### src/rtl/uop_decode_queue_pkg.sv
`default_nettype none
// ============================================================================
//  Module   : uop_decode_queue_pkg
//  Purpose  : Shared definitions for the uop decode queue. This package holds
//             the uop bundle layout (UOP_W and the field order), the ALU_OP
//             one-hot codes, the operand-select codes, the MIPS32 opcode and
//             func constants, and the FSM state encoding.
//  Revision : 1.0  initial release
// ============================================================================
package uop_decode_queue_pkg;

    // ALU_OP one-hot encoding
    localparam logic [11:0] ALU_ADD  = 12'h001;
    localparam logic [11:0] ALU_SUB  = 12'h002;
    localparam logic [11:0] ALU_SLT  = 12'h004;
    localparam logic [11:0] ALU_SLTU = 12'h008;
    localparam logic [11:0] ALU_AND  = 12'h010;
    localparam logic [11:0] ALU_NOR  = 12'h020;
    localparam logic [11:0] ALU_OR   = 12'h040;
    localparam logic [11:0] ALU_XOR  = 12'h080;
    localparam logic [11:0] ALU_SLL  = 12'h100;
    localparam logic [11:0] ALU_SRL  = 12'h200;
    localparam logic [11:0] ALU_SRA  = 12'h400;
    localparam logic [11:0] ALU_LUI  = 12'h800;

    // Operand selects
    localparam logic [1:0] SRC1_RS   = 2'd0;
    localparam logic [1:0] SRC1_PC   = 2'd1;
    localparam logic [1:0] SRC1_SA   = 2'd2;
    localparam logic [1:0] SRC2_RT   = 2'd0;
    localparam logic [1:0] SRC2_SIMM = 2'd1;
    localparam logic [1:0] SRC2_ZIMM = 2'd2;
    localparam logic [1:0] SRC2_C8   = 2'd3;   // link address = PC + 8

    // Major opcodes
    localparam logic [5:0] OP_SPECIAL  = 6'b000000;
    localparam logic [5:0] OP_REGIMM   = 6'b000001;
    localparam logic [5:0] OP_J        = 6'b000010;
    localparam logic [5:0] OP_JAL      = 6'b000011;
    localparam logic [5:0] OP_COP0     = 6'b010000;
    localparam logic [5:0] OP_SPECIAL2 = 6'b011100;

    // SPECIAL / SPECIAL2 func codes
    localparam logic [5:0] FN_SLL  = 6'b000000, FN_SRL   = 6'b000010, FN_SRA  = 6'b000011;
    localparam logic [5:0] FN_SLLV = 6'b000100, FN_SRLV  = 6'b000110, FN_SRAV = 6'b000111;
    localparam logic [5:0] FN_JR   = 6'b001000, FN_JALR  = 6'b001001;
    localparam logic [5:0] FN_SYSCALL = 6'b001100, FN_BREAK = 6'b001101;
    localparam logic [5:0] FN_MFHI = 6'b010000, FN_MTHI  = 6'b010001;
    localparam logic [5:0] FN_MFLO = 6'b010010, FN_MTLO  = 6'b010011;
    localparam logic [5:0] FN_MULT = 6'b011000, FN_MULTU = 6'b011001;
    localparam logic [5:0] FN_DIV  = 6'b011010, FN_DIVU  = 6'b011011;
    localparam logic [5:0] FN_ADD  = 6'b100000, FN_ADDU  = 6'b100001;
    localparam logic [5:0] FN_SUB  = 6'b100010, FN_SUBU  = 6'b100011;
    localparam logic [5:0] FN_AND  = 6'b100100, FN_OR    = 6'b100101;
    localparam logic [5:0] FN_XOR  = 6'b100110, FN_NOR   = 6'b100111;
    localparam logic [5:0] FN_SLT  = 6'b101010, FN_SLTU  = 6'b101011;
    localparam logic [5:0] FN_MUL  = 6'b000010;   // under SPECIAL2

    // CP0 CO-format func codes
    localparam logic [5:0] FN_TLBR = 6'b000001, FN_TLBWI = 6'b000010;
    localparam logic [5:0] FN_TLBP = 6'b001000, FN_ERET  = 6'b011000;

    typedef enum logic [0:0] {
        ST_IDLE  = 1'b0,
        ST_CRACK = 1'b1
    } state_t;

    // Uop bundle, MSB first. imm carries the raw instruction bits [25:0]
    // (immediate, shift amount and jump target all live in there).
    typedef struct packed {
        logic [11:0] alu_op;
        logic [1:0]  src1_sel;
        logic [1:0]  src2_sel;
        logic [4:0]  dest;
        logic        reg_write;
        logic [1:0]  mem_size;      // 0 byte, 1 half, 3 word
        logic        mem_sign;
        logic        mem_wl;
        logic        mem_wr;
        logic        mem_en;
        logic        mem_wen;
        logic        hi_we;
        logic        lo_we;
        logic        rd_hi;
        logic        rd_lo;
        logic        mul_en;
        logic        div_en;
        logic        md_signed;
        logic        is_result_product;
        logic        is_branch;
        logic [2:0]  br_cond;       // 0 EQ,1 NE,2 LEZ,3 GTZ,4 LTZ,5 GEZ
        logic        is_jump;
        logic        is_jr;
        logic        cp0_mtc0;
        logic        cp0_mfc0;
        logic        eret;
        logic        tlbp;
        logic        tlbwi;
        logic        tlbr;
        logic [7:0]  cp0_addr;      // {rd, sel}
        logic        overflow_en;
        logic        exc_syscall;
        logic        exc_break;
        logic        exc_reserved;
        logic [25:0] imm;
    } uop_t;

    localparam int UOP_W = $bits(uop_t);

endpackage
`default_nettype wire

### src/rtl/uop_decode_queue_if.sv
`default_nettype none
// ============================================================================
//  Module   : uop_decode_queue_if
//  Purpose  : Handshake bundle of the uop decode queue.
//             Input side : in_valid/in_ready, in_inst, in_pc
//             Output side: out_valid/out_ready, out_uop, out_pc, out_last,
//                          out_count
//             slave  modport - the queue itself
//             master modport - the fetch producer / issue consumer
//  Revision : 1.0  initial release
// ============================================================================
interface uop_decode_queue_if
    import uop_decode_queue_pkg::*;
#(
    parameter int DEPTH = 4,
    parameter int PC_W  = 32
);
    logic                   in_valid;
    logic                   in_ready;
    logic [31:0]            in_inst;
    logic [PC_W-1:0]        in_pc;
    logic                   out_valid;
    logic                   out_ready;
    logic [UOP_W-1:0]       out_uop;
    logic [PC_W-1:0]        out_pc;
    logic                   out_last;
    logic [$clog2(DEPTH):0] out_count;

    modport slave (
        input  in_valid, in_inst, in_pc, out_ready,
        output in_ready, out_valid, out_uop, out_pc, out_last, out_count
    );

    modport master (
        output in_valid, in_inst, in_pc, out_ready,
        input  in_ready, out_valid, out_uop, out_pc, out_last, out_count
    );
endinterface
`default_nettype wire

### src/rtl/uop_decode_queue_decode.sv
`default_nettype none
// ============================================================================
//  Module   : uop_decode
//  Purpose  : Purely combinational MIPS32 instruction -> uop decoder.
//             i_inst        : instruction word
//             o_uop0        : first (usually only) uop
//             o_uop1        : second uop of a cracked instruction
//             o_needs_crack : instruction produces two uops
//             Macro UOP_CRACK_MUL_EN: MUL becomes MULT + MFLO; otherwise MUL
//             is a single uop with is_result_product set.
//  Revision : 1.0  initial release
// ============================================================================
module uop_decode
    import uop_decode_queue_pkg::*;
(
    input  logic [31:0] i_inst,
    output uop_t        o_uop0,
    output uop_t        o_uop1,
    output logic        o_needs_crack
);
    logic [5:0] w_op, w_fn;
    logic [4:0] w_rs, w_rt, w_rd;

    assign w_op = i_inst[31:26];
    assign w_rs = i_inst[25:21];
    assign w_rt = i_inst[20:16];
    assign w_rd = i_inst[15:11];
    assign w_fn = i_inst[5:0];

    always_comb begin
        o_uop0        = '0;
        o_uop1        = '0;
        o_needs_crack = 1'b0;
        o_uop0.imm    = i_inst[25:0];
        casez (w_op)
            OP_SPECIAL: begin
                o_uop0.dest      = w_rd;
                o_uop0.reg_write = 1'b1;
                o_uop0.src2_sel  = SRC2_RT;
                case (w_fn)
                    FN_ADD:  begin o_uop0.alu_op = ALU_ADD; o_uop0.overflow_en = 1'b1; end
                    FN_ADDU: o_uop0.alu_op = ALU_ADD;
                    FN_SUB:  begin o_uop0.alu_op = ALU_SUB; o_uop0.overflow_en = 1'b1; end
                    FN_SUBU: o_uop0.alu_op = ALU_SUB;
                    FN_AND:  o_uop0.alu_op = ALU_AND;
                    FN_OR:   o_uop0.alu_op = ALU_OR;
                    FN_XOR:  o_uop0.alu_op = ALU_XOR;
                    FN_NOR:  o_uop0.alu_op = ALU_NOR;
                    FN_SLT:  o_uop0.alu_op = ALU_SLT;
                    FN_SLTU: o_uop0.alu_op = ALU_SLTU;
                    FN_SLL:  begin o_uop0.alu_op = ALU_SLL; o_uop0.src1_sel = SRC1_SA; end
                    FN_SRL:  begin o_uop0.alu_op = ALU_SRL; o_uop0.src1_sel = SRC1_SA; end
                    FN_SRA:  begin o_uop0.alu_op = ALU_SRA; o_uop0.src1_sel = SRC1_SA; end
                    FN_SLLV: o_uop0.alu_op = ALU_SLL;
                    FN_SRLV: o_uop0.alu_op = ALU_SRL;
                    FN_SRAV: o_uop0.alu_op = ALU_SRA;
                    FN_JR:   begin o_uop0.is_jr = 1'b1; o_uop0.reg_write = 1'b0; end
                    FN_JALR: begin
                        o_uop0.is_jr    = 1'b1;
                        o_uop0.alu_op   = ALU_ADD;
                        o_uop0.src1_sel = SRC1_PC;
                        o_uop0.src2_sel = SRC2_C8;
                    end
                    FN_MFHI: o_uop0.rd_hi = 1'b1;
                    FN_MFLO: o_uop0.rd_lo = 1'b1;
                    FN_MTHI: begin o_uop0.hi_we = 1'b1; o_uop0.reg_write = 1'b0; end
                    FN_MTLO: begin o_uop0.lo_we = 1'b1; o_uop0.reg_write = 1'b0; end
                    FN_MULT, FN_MULTU, FN_DIV, FN_DIVU: begin
                        o_uop0.mul_en    = ~w_fn[1];
                        o_uop0.div_en    = w_fn[1];
                        o_uop0.md_signed = ~w_fn[0];
                        o_uop0.hi_we     = 1'b1;
                        o_uop0.lo_we     = 1'b1;
                        o_uop0.reg_write = 1'b0;
                    end
                    FN_SYSCALL: begin o_uop0.exc_syscall = 1'b1; o_uop0.reg_write = 1'b0; end
                    FN_BREAK:   begin o_uop0.exc_break   = 1'b1; o_uop0.reg_write = 1'b0; end
                    default:    o_uop0.exc_reserved = 1'b1;
                endcase
            end
            OP_REGIMM: begin
                // BLTZ/BGEZ and their linking forms; rt[4] selects the link
                if (w_rt[3:1] == 3'b000) begin
                    o_uop0.is_branch = 1'b1;
                    o_uop0.br_cond   = {2'b10, w_rt[0]};
                    if (w_rt[4]) begin
                        o_uop0.reg_write = 1'b1;
                        o_uop0.dest      = 5'd31;
                        o_uop0.alu_op    = ALU_ADD;
                        o_uop0.src1_sel  = SRC1_PC;
                        o_uop0.src2_sel  = SRC2_C8;
                    end
                end else begin
                    o_uop0.exc_reserved = 1'b1;
                end
            end
            OP_J: o_uop0.is_jump = 1'b1;
            OP_JAL: begin
                o_uop0.is_jump   = 1'b1;
                o_uop0.reg_write = 1'b1;
                o_uop0.dest      = 5'd31;
                o_uop0.alu_op    = ALU_ADD;
                o_uop0.src1_sel  = SRC1_PC;
                o_uop0.src2_sel  = SRC2_C8;
            end
            6'b0001??: begin   // BEQ BNE BLEZ BGTZ
                o_uop0.is_branch = 1'b1;
                o_uop0.br_cond   = {1'b0, w_op[1:0]};
            end
            6'b001???: begin   // immediate ALU ops
                o_uop0.reg_write = 1'b1;
                o_uop0.dest      = w_rt;
                o_uop0.src2_sel  = w_op[2] ? SRC2_ZIMM : SRC2_SIMM;
                case (w_op[2:0])
                    3'b000:  begin o_uop0.alu_op = ALU_ADD; o_uop0.overflow_en = 1'b1; end
                    3'b001:  o_uop0.alu_op = ALU_ADD;
                    3'b010:  o_uop0.alu_op = ALU_SLT;
                    3'b011:  o_uop0.alu_op = ALU_SLTU;
                    3'b100:  o_uop0.alu_op = ALU_AND;
                    3'b101:  o_uop0.alu_op = ALU_OR;
                    3'b110:  o_uop0.alu_op = ALU_XOR;
                    default: o_uop0.alu_op = ALU_LUI;
                endcase
            end
            OP_COP0: begin
                o_uop0.cp0_addr = {w_rd, i_inst[2:0]};
                if (w_rs == 5'b00000) begin
                    o_uop0.cp0_mfc0  = 1'b1;
                    o_uop0.reg_write = 1'b1;
                    o_uop0.dest      = w_rt;
                end else if (w_rs == 5'b00100) begin
                    o_uop0.cp0_mtc0 = 1'b1;
                end else if (w_rs[4]) begin
                    case (w_fn)
                        FN_ERET:  o_uop0.eret  = 1'b1;
                        FN_TLBP:  o_uop0.tlbp  = 1'b1;
                        FN_TLBWI: o_uop0.tlbwi = 1'b1;
                        FN_TLBR:  o_uop0.tlbr  = 1'b1;
                        default:  o_uop0.exc_reserved = 1'b1;
                    endcase
                end else begin
                    o_uop0.exc_reserved = 1'b1;
                end
            end
            OP_SPECIAL2: begin
                if (w_fn == FN_MUL) begin
                    o_uop0.mul_en    = 1'b1;
                    o_uop0.md_signed = 1'b1;
`ifdef UOP_CRACK_MUL_EN
                    o_uop0.hi_we     = 1'b1;
                    o_uop0.lo_we     = 1'b1;
                    o_uop1.rd_lo     = 1'b1;
                    o_uop1.reg_write = 1'b1;
                    o_uop1.dest      = w_rd;
                    o_needs_crack    = 1'b1;
`else
                    o_uop0.is_result_product = 1'b1;
                    o_uop0.reg_write         = 1'b1;
                    o_uop0.dest              = w_rd;
`endif
                end else begin
                    o_uop0.exc_reserved = 1'b1;
                end
            end
            6'b100???, 6'b101???: begin   // loads / stores
                o_uop0.mem_en    = 1'b1;
                o_uop0.mem_wen   = w_op[3];
                o_uop0.reg_write = ~w_op[3];
                o_uop0.dest      = w_rt;
                o_uop0.alu_op    = ALU_ADD;
                o_uop0.src2_sel  = SRC2_SIMM;
                o_uop0.mem_wl    = (w_op[2:0] == 3'b010);
                o_uop0.mem_wr    = (w_op[2:0] == 3'b110);
                // LWL/LWR/SWL/SWR are word accesses with a partial merge
                o_uop0.mem_size  = (w_op[1:0] == 2'b10) ? 2'b11 : w_op[1:0];
                o_uop0.mem_sign  = ~w_op[3] & ~w_op[2] & (w_op[1:0] != 2'b10);
                if (w_op[2:0] == 3'b111 || (w_op[3] && w_op[2:1] == 2'b10))
                    o_uop0.exc_reserved = 1'b1;
            end
            default: o_uop0.exc_reserved = 1'b1;
        endcase

        // A reserved instruction yields a clean single uop with only the flag
        if (o_uop0.exc_reserved) begin
            o_uop0              = '0;
            o_uop0.exc_reserved = 1'b1;
            o_uop1              = '0;
            o_needs_crack       = 1'b0;
        end
        if (!o_uop0.reg_write)
            o_uop0.dest = '0;
    end
endmodule
`default_nettype wire

### src/rtl/uop_decode_queue.sv
`default_nettype none
// ============================================================================
//  Module   : uop_decode_queue
//  Purpose  : ID stage: decodes instructions into uops and buffers them in a
//             DEPTH-entry FIFO between valid/ready handshakes.
//             clk    : clock
//             resetn : asynchronous active-low reset
//             flush  : synchronous flush, overrides both handshakes
//             bus    : uop_decode_queue_if.slave (in_* / out_* handshakes)
//             Macro UOP_CRACK_MUL_EN enables two-uop MUL via the CRACK state.
//  Revision : 1.0  initial release
// ============================================================================
module uop_decode_queue
    import uop_decode_queue_pkg::*;
#(
    parameter int DEPTH = 4,
    parameter int PC_W  = 32
)(
    input  logic               clk,
    input  logic               resetn,
    input  logic               flush,
    uop_decode_queue_if.slave  bus
);
    localparam int AW = $clog2(DEPTH);
    localparam int CW = AW + 1;

    typedef struct packed {
        uop_t            uop;
        logic [PC_W-1:0] pc;
        logic            last;
    } entry_t;

    entry_t          r_mem [DEPTH];
    logic [AW-1:0]   r_wptr, r_rptr;
    logic [CW-1:0]   r_count;
    state_t          r_state;
    uop_t            r_pend_uop;
    logic [PC_W-1:0] r_pend_pc;

    uop_t   w_uop0, w_uop1;
    logic   w_crack;
    logic   w_not_full, w_in_ready, w_out_valid;
    logic   w_push_in, w_push_crk, w_push, w_pop;
    entry_t w_wr_entry;

    uop_decode u_decode (
        .i_inst        (bus.in_inst),
        .o_uop0        (w_uop0),
        .o_uop1        (w_uop1),
        .o_needs_crack (w_crack)
    );

    assign w_not_full  = (r_count != CW'(DEPTH));
    assign w_in_ready  = (r_state == ST_IDLE) & w_not_full;
    assign w_out_valid = (r_count != '0);
    assign w_push_in   = bus.in_valid & w_in_ready & ~flush;
    assign w_push_crk  = (r_state == ST_CRACK) & w_not_full & ~flush;
    assign w_push      = w_push_in | w_push_crk;
    assign w_pop       = w_out_valid & bus.out_ready & ~flush;

    always_comb begin
        w_wr_entry = '0;
        if (w_push_crk) begin
            w_wr_entry.uop  = r_pend_uop;
            w_wr_entry.pc   = r_pend_pc;
            w_wr_entry.last = 1'b1;
        end else begin
            w_wr_entry.uop  = w_uop0;
            w_wr_entry.pc   = bus.in_pc;
            w_wr_entry.last = ~w_crack;
        end
    end

    // Storage needs no reset: the output mux hides entries while empty
    always_ff @(posedge clk) begin
        if (w_push)
            r_mem[r_wptr] <= w_wr_entry;
    end

    always_ff @(posedge clk or negedge resetn) begin
        if (!resetn) begin
            r_state    <= ST_IDLE;
            r_wptr     <= '0;
            r_rptr     <= '0;
            r_count    <= '0;
            r_pend_uop <= '0;
            r_pend_pc  <= '0;
        end else if (flush) begin
            r_state    <= ST_IDLE;
            r_wptr     <= '0;
            r_rptr     <= '0;
            r_count    <= '0;
            r_pend_uop <= '0;
            r_pend_pc  <= '0;
        end else begin
            // DEPTH is a power of two, so natural pointer overflow wraps
            if (w_push) r_wptr <= r_wptr + 1'b1;
            if (w_pop)  r_rptr <= r_rptr + 1'b1;
            r_count <= r_count + CW'(w_push) - CW'(w_pop);
            case (r_state)
                ST_IDLE: begin
                    if (w_push_in && w_crack) begin
                        r_state    <= ST_CRACK;
                        r_pend_uop <= w_uop1;
                        r_pend_pc  <= bus.in_pc;
                    end
                end
                ST_CRACK: begin
                    if (w_push_crk)
                        r_state <= ST_IDLE;
                end
            endcase
        end
    end

    assign bus.in_ready  = w_in_ready;
    assign bus.out_valid = w_out_valid;
    assign bus.out_count = r_count;
    assign bus.out_uop   = w_out_valid ? r_mem[r_rptr].uop  : '0;
    assign bus.out_pc    = w_out_valid ? r_mem[r_rptr].pc   : '0;
    assign bus.out_last  = w_out_valid ? r_mem[r_rptr].last : 1'b0;

endmodule
`default_nettype wire

### src/flat_wrapper.sv
// flat-port wrapper written by rule: the top's interface ports become plain ports
module uop_decode_queue_flat import uop_decode_queue_pkg::*;
#(
    parameter int DEPTH = 4,
    parameter int PC_W  = 32
)
  (clk, resetn, flush, bus_in_valid, bus_in_inst, bus_in_pc, bus_out_ready, bus_in_ready, bus_out_valid, bus_out_uop, bus_out_pc, bus_out_last, bus_out_count);
  uop_decode_queue_if #(.DEPTH(DEPTH), .PC_W(PC_W)) bus_i ();
  input  logic clk;
  input  logic resetn;
  input  logic flush;
  input wire logic [$bits(bus_i.in_valid)-1:0] bus_in_valid;
  input wire logic [$bits(bus_i.in_inst)-1:0] bus_in_inst;
  input wire logic [$bits(bus_i.in_pc)-1:0] bus_in_pc;
  input wire logic [$bits(bus_i.out_ready)-1:0] bus_out_ready;
  output wire logic [$bits(bus_i.in_ready)-1:0] bus_in_ready;
  output wire logic [$bits(bus_i.out_valid)-1:0] bus_out_valid;
  output wire logic [$bits(bus_i.out_uop)-1:0] bus_out_uop;
  output wire logic [$bits(bus_i.out_pc)-1:0] bus_out_pc;
  output wire logic [$bits(bus_i.out_last)-1:0] bus_out_last;
  output wire logic [$bits(bus_i.out_count)-1:0] bus_out_count;
  assign bus_i.in_valid = bus_in_valid;
  assign bus_i.in_inst = bus_in_inst;
  assign bus_i.in_pc = bus_in_pc;
  assign bus_i.out_ready = bus_out_ready;
  assign bus_in_ready = bus_i.in_ready;
  assign bus_out_valid = bus_i.out_valid;
  assign bus_out_uop = bus_i.out_uop;
  assign bus_out_pc = bus_i.out_pc;
  assign bus_out_last = bus_i.out_last;
  assign bus_out_count = bus_i.out_count;
  uop_decode_queue #(.DEPTH(DEPTH), .PC_W(PC_W)) u_core (.clk(clk), .resetn(resetn), .flush(flush), .bus(bus_i));
endmodule
### config.mk
export PLATFORM = sky130hd
export DESIGN_NAME = uop_decode_queue_flat
export DESIGN_NICKNAME = d
export VERILOG_FILES = /design/src/rtl/uop_decode_queue_pkg.sv /design/src/rtl/uop_decode_queue_if.sv /design/src/rtl/uop_decode_queue_decode.sv /design/src/rtl/uop_decode_queue.sv /design/src/flat_wrapper.sv
export SDC_FILE = /design/constraint.sdc
export NUM_CORES = 1
export LEC_CHECK = 0
export BUFFER_PORTS_ARGS = -buffer_cell sky130_fd_sc_hd__buf_2
export CORE_ASPECT_RATIO = 1.5
export CORE_MARGIN = 2
export CORE_UTILIZATION = 45
export DETAILED_ROUTE_END_ITERATION = 16
export SLEW_MARGIN = 20
export SYNTH_ARGS = -nofsm -noshare
export SYNTH_HDL_FRONTEND = slang
export SYNTH_HIERARCHICAL = 1
export SYNTH_SLANG_ARGS = --single-unit
export TNS_END_PERCENT = 50
### constraint.sdc
create_clock -name clk -period 13.3 [get_ports clk]
set_input_delay 3.325 -clock clk [delete_from_list [all_inputs] [get_ports clk]]
set_output_delay 3.325 -clock clk [all_outputs]
set_load 0.01 [all_outputs]
==> results.json, run 1 <==
{
  "outcome": "finished with violations",
  "violations": "max-slew violations",
  "rows": 110,
  "finalClockSkew_ns": 0.01810,
  "route.vias.total": 14619,
  "grt_max_degree": 120,
  "syn_to_final_growth_pct": 10.68,
  "num-fill-cells": 5055,
  "cts_tree": "yes",
  "cp.required_ns": 9.97,
  "whs_path_depth": 2,
  "ctsHoldBuffers": 0,
  "maxCapViolCount": 0,
  "r2r_end": "u_core/r_mem[3][112]",
  "post_drt_wl_per_cell_um": 22.84,
  "min_to": "u_core/r_pend_uop[70]",
  "via_per_inst": 5.333,
  "die_h_um": 306.0,
  "synth.top_cell.area_share_pct": 52.67,
  "critPathKind": "flip-flop to output port",
  "die_area_um2": 62840,
  "async_flop_share_pct": 20.92,
  "p_leak_nw": 11.47,
  "synthCells": 1758,
  "finalSetupViolCount": 0,
  "clockBufferDepth": 3,
  "place_congestion": 0.8267,
  "finalSetupTns_ns": 0,
  "clkLatencyLatePin_ns": 0.58,
  "critPathSlowestCell": "dfrtp_4",
  "worst_hold_slack_ns": 0.5313,
  "finalCritPeriodShare_pct": 51.73,
  "reg2regPathDepth": 4,
  "drt-total-wl_mm": 62.59,
  "synth_enable_flop_cells": 480,
  "synth_seq_cells": 607,
  "core_um2": 60150,
  "hold_violations": 0,
  "cts-resized-gates": 0,
  "firstDrtPassIters": 4,
  "io_buffers": 193,
  "grt_pass1_vias": 15254,
  "path_cells": "buf_4, mux4_2, and2_1, buf_2",
  "grt_usage_pct": 20.10,
  "start_util_pct": 45.50,
  "worst_pin_slew_ns": 23.38,
  "cts_buffers": 55,
  "postCtsSetupBuffers": 0,
  "clock_sinks": 607,
  "slew_headroom_pct": -1471,
  "ys_warn_count": 6,
  "grt_pass1_wl_mm": 94.92,
  "min-delay-path-class": "flip-flop to flip-flop",
  "avgSynthCellArea_um2": 15.57,
  "powerDensity_nw_per_um2": 171.1,
  "io_pins": 194,
  "final_layout_size_suffix_gt1_share_pct": 23.32,
  "yosysSeqAreaShare_pct": 64.28,
  "min_period_ns": 6.881,
  "min_from": "u_core/r_pend_uop[70]",
  "synth_top_cell_by_area": "edfxtp_1",
  "ir_drop_mv": 0.1065,
  "r2r_slack_ns": 9.61,
  "synthFlopType": "edfxtp_1",
  "fp.dieW_um": 205.4,
  "critPathLaunchType": "flip-flop",
  "globalRouteOverflowTotal": 0,
  "root_buffer": "clkbuf_16",
  "drc": 0,
  "antenna_left": 0,
  "finalMaxSlewViolations": 120,
  "htreeDepth": 2,
  "place_hpwl_mm": 37.50,
  "endpoint_kind": "output port",
  "slowest_delay_ns": 1.02,
  "crit_path_max_fanout": 45,
  "ys_types": 62,
  "r2r-start": "u_core/bus.out_count[2]",
  "antenna_found_initial": 10,
  "final_util_pct": 50.36,
  "syn_area_um2": 27370,
  "critPathArrivalTime_ns": 3.56,
  "nets": 1985,
  "clk_pin_slew_ns": 0.06,
  "rsz0062_at_grt": "no",
  "clock.fmax_ghz": 0.1453,
  "detail_route.iter0.violations": 887,
  "ys_top_cells_by_area": "edfxtp_1 (53%), dfrtp_1 (12%), mux4_2 (9.9%)"
}
through the flow:
| stage | cells | setup slack, ns | total power (W) | cell area [um2] |
|---|---|---|---|---|
| after floorplan | 1845 | 6.012 | 0.003175 | 27690 |
| after global placement | 2636 | 6.691 | 0.003646 | 28490 |
| after detailed placement | 2636 | 6.647 | 0.003659 | 28490 |
| after CTS | 2739 | 6.232 | 0.005243 | 30290 |
| after global routing | 2741 | 6.081 | 0.005432 | 30290 |
| final | 2741 | 6.419 | 0.005182 | 30290 |
placed cells by master, fill, tap and decap left out, types with 5 or more instances in the layout:
cell type,n
and3_1,13
and2_1,148
mux2_1,99
clkbuf_8,7
buf_4,16
clkinv_2,7
mux2i_1,121
nor4_1,12
a221oi_1,5
clkbuf_16,57
nor3b_2,6
nand2_1,259
nor3_1,12
nand3_1,7
clkinv_1,11
nor2_1,31
nor2b_1,7
ha_1,6
clkbuf_1,15
o32ai_1,5
mux4_2,120
dfrtp_1,125
inv_1,12
buf_2,192
mux2_2,21
conb_1,88
edfxtp_1,480
sequential cells by signal, indices dropped and copies added (netlist names):
name and cells:
u_core/r_mem 480, u_core/r_pend_uop 87, u_core/r_pend_pc 32, u_core/bus.out_count 3, u_core/r_rptr 2, u_core/r_wptr 2, u_core/r_state 1
power by group:
part | leakage, nW | switching (W) | internal, W | total (W)
combinational | 4.26 | 0.000687 | 0.000610 | 0.00130
sequential | 6.33 | 0.0000928 | 0.00222 | 0.00231
clock | 0.876 | 0.000674 | 0.000900 | 0.00157
total | 11.5 | 0.00145 | 0.00373 | 0.00518
cell type report:
cell class                      instances  area [um2]  area share, %
Multi-Input combinational cell       1023        8767          28.94
Tap cell                              784       980.9          3.238
Clock inverter                         24       212.7         0.7022
Antenna cell                            2       5.005        0.01652
Timing Repair Buffer                  209        1092          3.606
Sequential cell                       607       17600          58.10
Clock buffer                           79        1579          5.213
Inverter                               13       53.80         0.1776
logic make-up after synthesis:
logic type	after synthesis	share of synthesized area (%)
AO/OA/AOI/OAI	36	1.193
XOR/XNOR	6	0.1920
other	1	0.01370
flip-flops	607	64.28
multiplexers	361	19.24
AND/OR/NAND/NOR	525	9.780
buffers and inverters	215	4.952
adder cells (fa/ha/maj)	7	0.3475
worst max-delay path: cells and delay by family (launching register included):
| kind | cells | cell delay, ns |
|---|---|---|
| muxes | 1 | 0.60 |
| and+or+nand+nor | 1 | 0.19 |
| buffers and inverters | 2 | 0.96 |
| DFF | 1 | 1.02 |
Yosys cell counts, types with 6 or more instances:
cell,instances
buf_1,10
mux2_2,21
buf_4,107
buf_2,21
and2_1,152
dfrtp_1,127
nand3_1,7
nor3b_2,7
nor4_1,12
nor2b_1,7
nor2_1,31
clkbuf_1,48
mux2i_1,121
nand2_1,259
ha_1,6
nor3_1,12
buf_6,16
mux4_2,120
mux2_1,99
and3_1,13
inv_1,12
edfxtp_1,480
layer usage:
layer	up-vias	GRT usage (%)	wire length (um)
li1	6624	-	-
met1	7615	26.50	26810
met2	281	35.13	32100
met3	89	2.594	2229
met4	10	5.187	1402
met5	-	0	56
worst max path at each step:
| stage | from | endpoint | cells after the start |
|---|---|---|---|
| 6_report | u_core/r_rptr[0] | bus_out_uop[66] | 4 |
| 5_1_grt | u_core/r_rptr[0] | bus_out_uop[66] | 4 |
| 4_1_cts | u_core/r_rptr[0] | bus_out_uop[68] | 4 |
| 3_5_place_dp | flush | u_core/r_mem[0][73] | 4 |
| 3_3_place_gp | flush | u_core/r_mem[1][0] | 4 |
| 2_1_floorplan | flush | u_core/r_mem[0][0] | 3 |
Note: power is estimated with default switching activity, not from simulation.
==> run 2: changes to the inputs <==
==> constraint.sdc (replaced) <==
create_clock -name clk -period 5.5 [get_ports clk]
set_input_delay 1.375 -clock clk [delete_from_list [all_inputs] [get_ports clk]]
set_output_delay 1.375 -clock clk [all_outputs]
set_load 0.01 [all_outputs]
==> results.json, run 2 (synthesis gave the netlist of run 1 again) <==
{
  "outcome": "finished with violations",
  "hold_violations": 0,
  "clk_pin_slew_ns": 0.06,
  "io_pins": 194,
  "rsz0062_at_grt": "no",
  "htreeDepth": 2,
  "grt_pass1_vias": 15491,
  "largest_register": "u_core/r_mem",
  "finalSetupTns_ns": 0,
  "drc": 0,
  "slew_headroom_pct": -1452,
  "finalCritPeriodShare_pct": 76.14,
  "ctsHoldBuffers": 0,
  "powerDensity_nw_per_um2": 419.9,
  "cts_buffers": 57,
  "dp_worst_setup_slack_ns": 1.566,
  "rows": 110,
  "root_buffer": "clkbuf_16",
  "cp.required_ns": 4.12,
  "postCtsSetupBuffers": 0,
  "grt_pass1_wl_mm": 96.86,
  "violations": "max-slew violations",
  "final_util_pct": 50.92,
  "clock.fmax_ghz": 0.2388,
  "clockBufferDepth": 3,
  "ir_drop_mv": 0.2584,
  "syn_to_final_growth_pct": 11.91,
  "clock_sinks": 607,
  "finalMaxSlewViolations": 120,
  "via_per_inst": 5.325,
  "min-delay-path-class": "flip-flop to flip-flop",
  "start_util_pct": 45.50,
  "nets": 2000,
  "final_common_cell": "edfxtp_1",
  "core_um2": 60150,
  "finalSetupViolCount": 0,
  "critPathKind": "flip-flop to output port",
  "maxCapViolCount": 0,
  "detail_route.iter0.violations": 831,
  "critPathLaunchType": "flip-flop",
  "globalRouteOverflowTotal": 0,
  "worst_pin_slew_ns": 23.10,
  "antenna_found_initial": 13,
  "drt-total-wl_mm": 63.90,
  "crit_path_max_fanout": 19,
  "num-fill-cells": 5029,
  "final_layout_size_suffix_gt1_share_pct": 24.38,
  "clkLatencyLatePin_ns": 0.61,
  "io_buffers": 193,
  "grt_max_degree": 120,
  "mostFrequentLayoutCells": "edfxtp_1 (480), nand2_1 (259), buf_2 (192)",
  "place_hpwl_mm": 38.82,
  "cts_tree": "yes",
  "fp.dieW_um": 205.4,
  "die_area_um2": 62840,
  "route.vias.total": 14664,
  "cts-resized-gates": 0,
  "largest_reg_flops": 480,
  "min_period_ns": 4.188,
  "p_leak_nw": 11.61,
  "critPathArrivalTime_ns": 2.81,
  "endpoint_kind": "output port",
  "firstDrtPassIters": 5,
  "antenna_left": 0,
  "finalClockSkew_ns": 0.02174,
  "biggestRegsByFlops": "u_core/r_mem (480), u_core/r_pend_uop (87), u_core/r_pend_pc (32)",
  "post_drt_wl_per_cell_um": 23.20,
  "grt_usage_pct": 20.72,
  "place_congestion": 0.8011,
  "die_h_um": 306.0,
  "setup_slack_ns": 1.312
}
[run 2: report_power, final]
part | switching (W) | leakage (nW) | total (W) | internal, W
logic | 0.00178 | 4.36 | 0.00333 | 0.00154
clock network | 0.00170 | 0.922 | 0.00401 | 0.00231
registers | 0.000158 | 6.33 | 0.00552 | 0.00536
[run 2: path summary, 6_finish.rpt]
kind | startpoint | end | slack [ns] | depth (start not counted)
max | u_core/r_rptr[0] | bus_out_uop[67] | 1.31 | 4
min | u_core/r_pend_uop[72] | u_core/r_pend_uop[72] | 0.53 | 2
max reg2reg | u_core/bus.out_count[2] | u_core/r_mem[0][91] | 2.62 | 4
min reg2reg | u_core/r_pend_uop[72] | u_core/r_pend_uop[72] | 0.53 | 2
max in group asynchronous | resetn | u_core/r_pend_pc[31] | 3.68 | 2
min in group asynchronous | resetn | u_core/r_pend_pc[3] | 0.81 | 1
[run 2: worst max-delay path, stage by stage (launching register included)]
cell	delay (ns)
dfrtp_4	0.74
buf_4	0.47
mux4_2	0.64
and2_1	0.19
buf_2	0.14
[run 2: final cells by class]
class	instances	area, um2	share of cell area [%]
Timing Repair Buffer	222	1315	4.294
Multi-Input combinational cell	1023	8767	28.63
Sequential cell	607	17600	57.46
Clock inverter	33	369.1	1.205
Inverter	13	53.80	0.1757
Antenna cell	1	2.502	0.008171
Clock buffer	71	1539	5.025
Tap cell	784	980.9	3.203
[run 2: stage by stage]
step | cell area [um2] | total power (W) | instances | hold slack [ns]
2_1_floorplan | 27690 | 0.007678 | 1845 | 0.5029
3_3_place_gp | 28700 | 0.008897 | 2648 | 0.5164
3_5_place_dp | 28700 | 0.008940 | 2648 | 0.5235
4_1_cts | 30600 | 0.01297 | 2752 | 0.5339
5_1_grt | 30630 | 0.01347 | 2754 | 0.5513
6_report | 30630 | 0.01286 | 2754 | 0.5304
[run 2: per-layer routing]
layer / routed length [um] / GRT usage [%] / vias up
li1: - / - / 6663
met1: 26840 / 27.21 / 7576
met2: 32970 / 36.03 / 316
met3: 2805 / 3.263 / 97
met4: 1217 / 5.053 / 12
met5: 67 / 0 / -
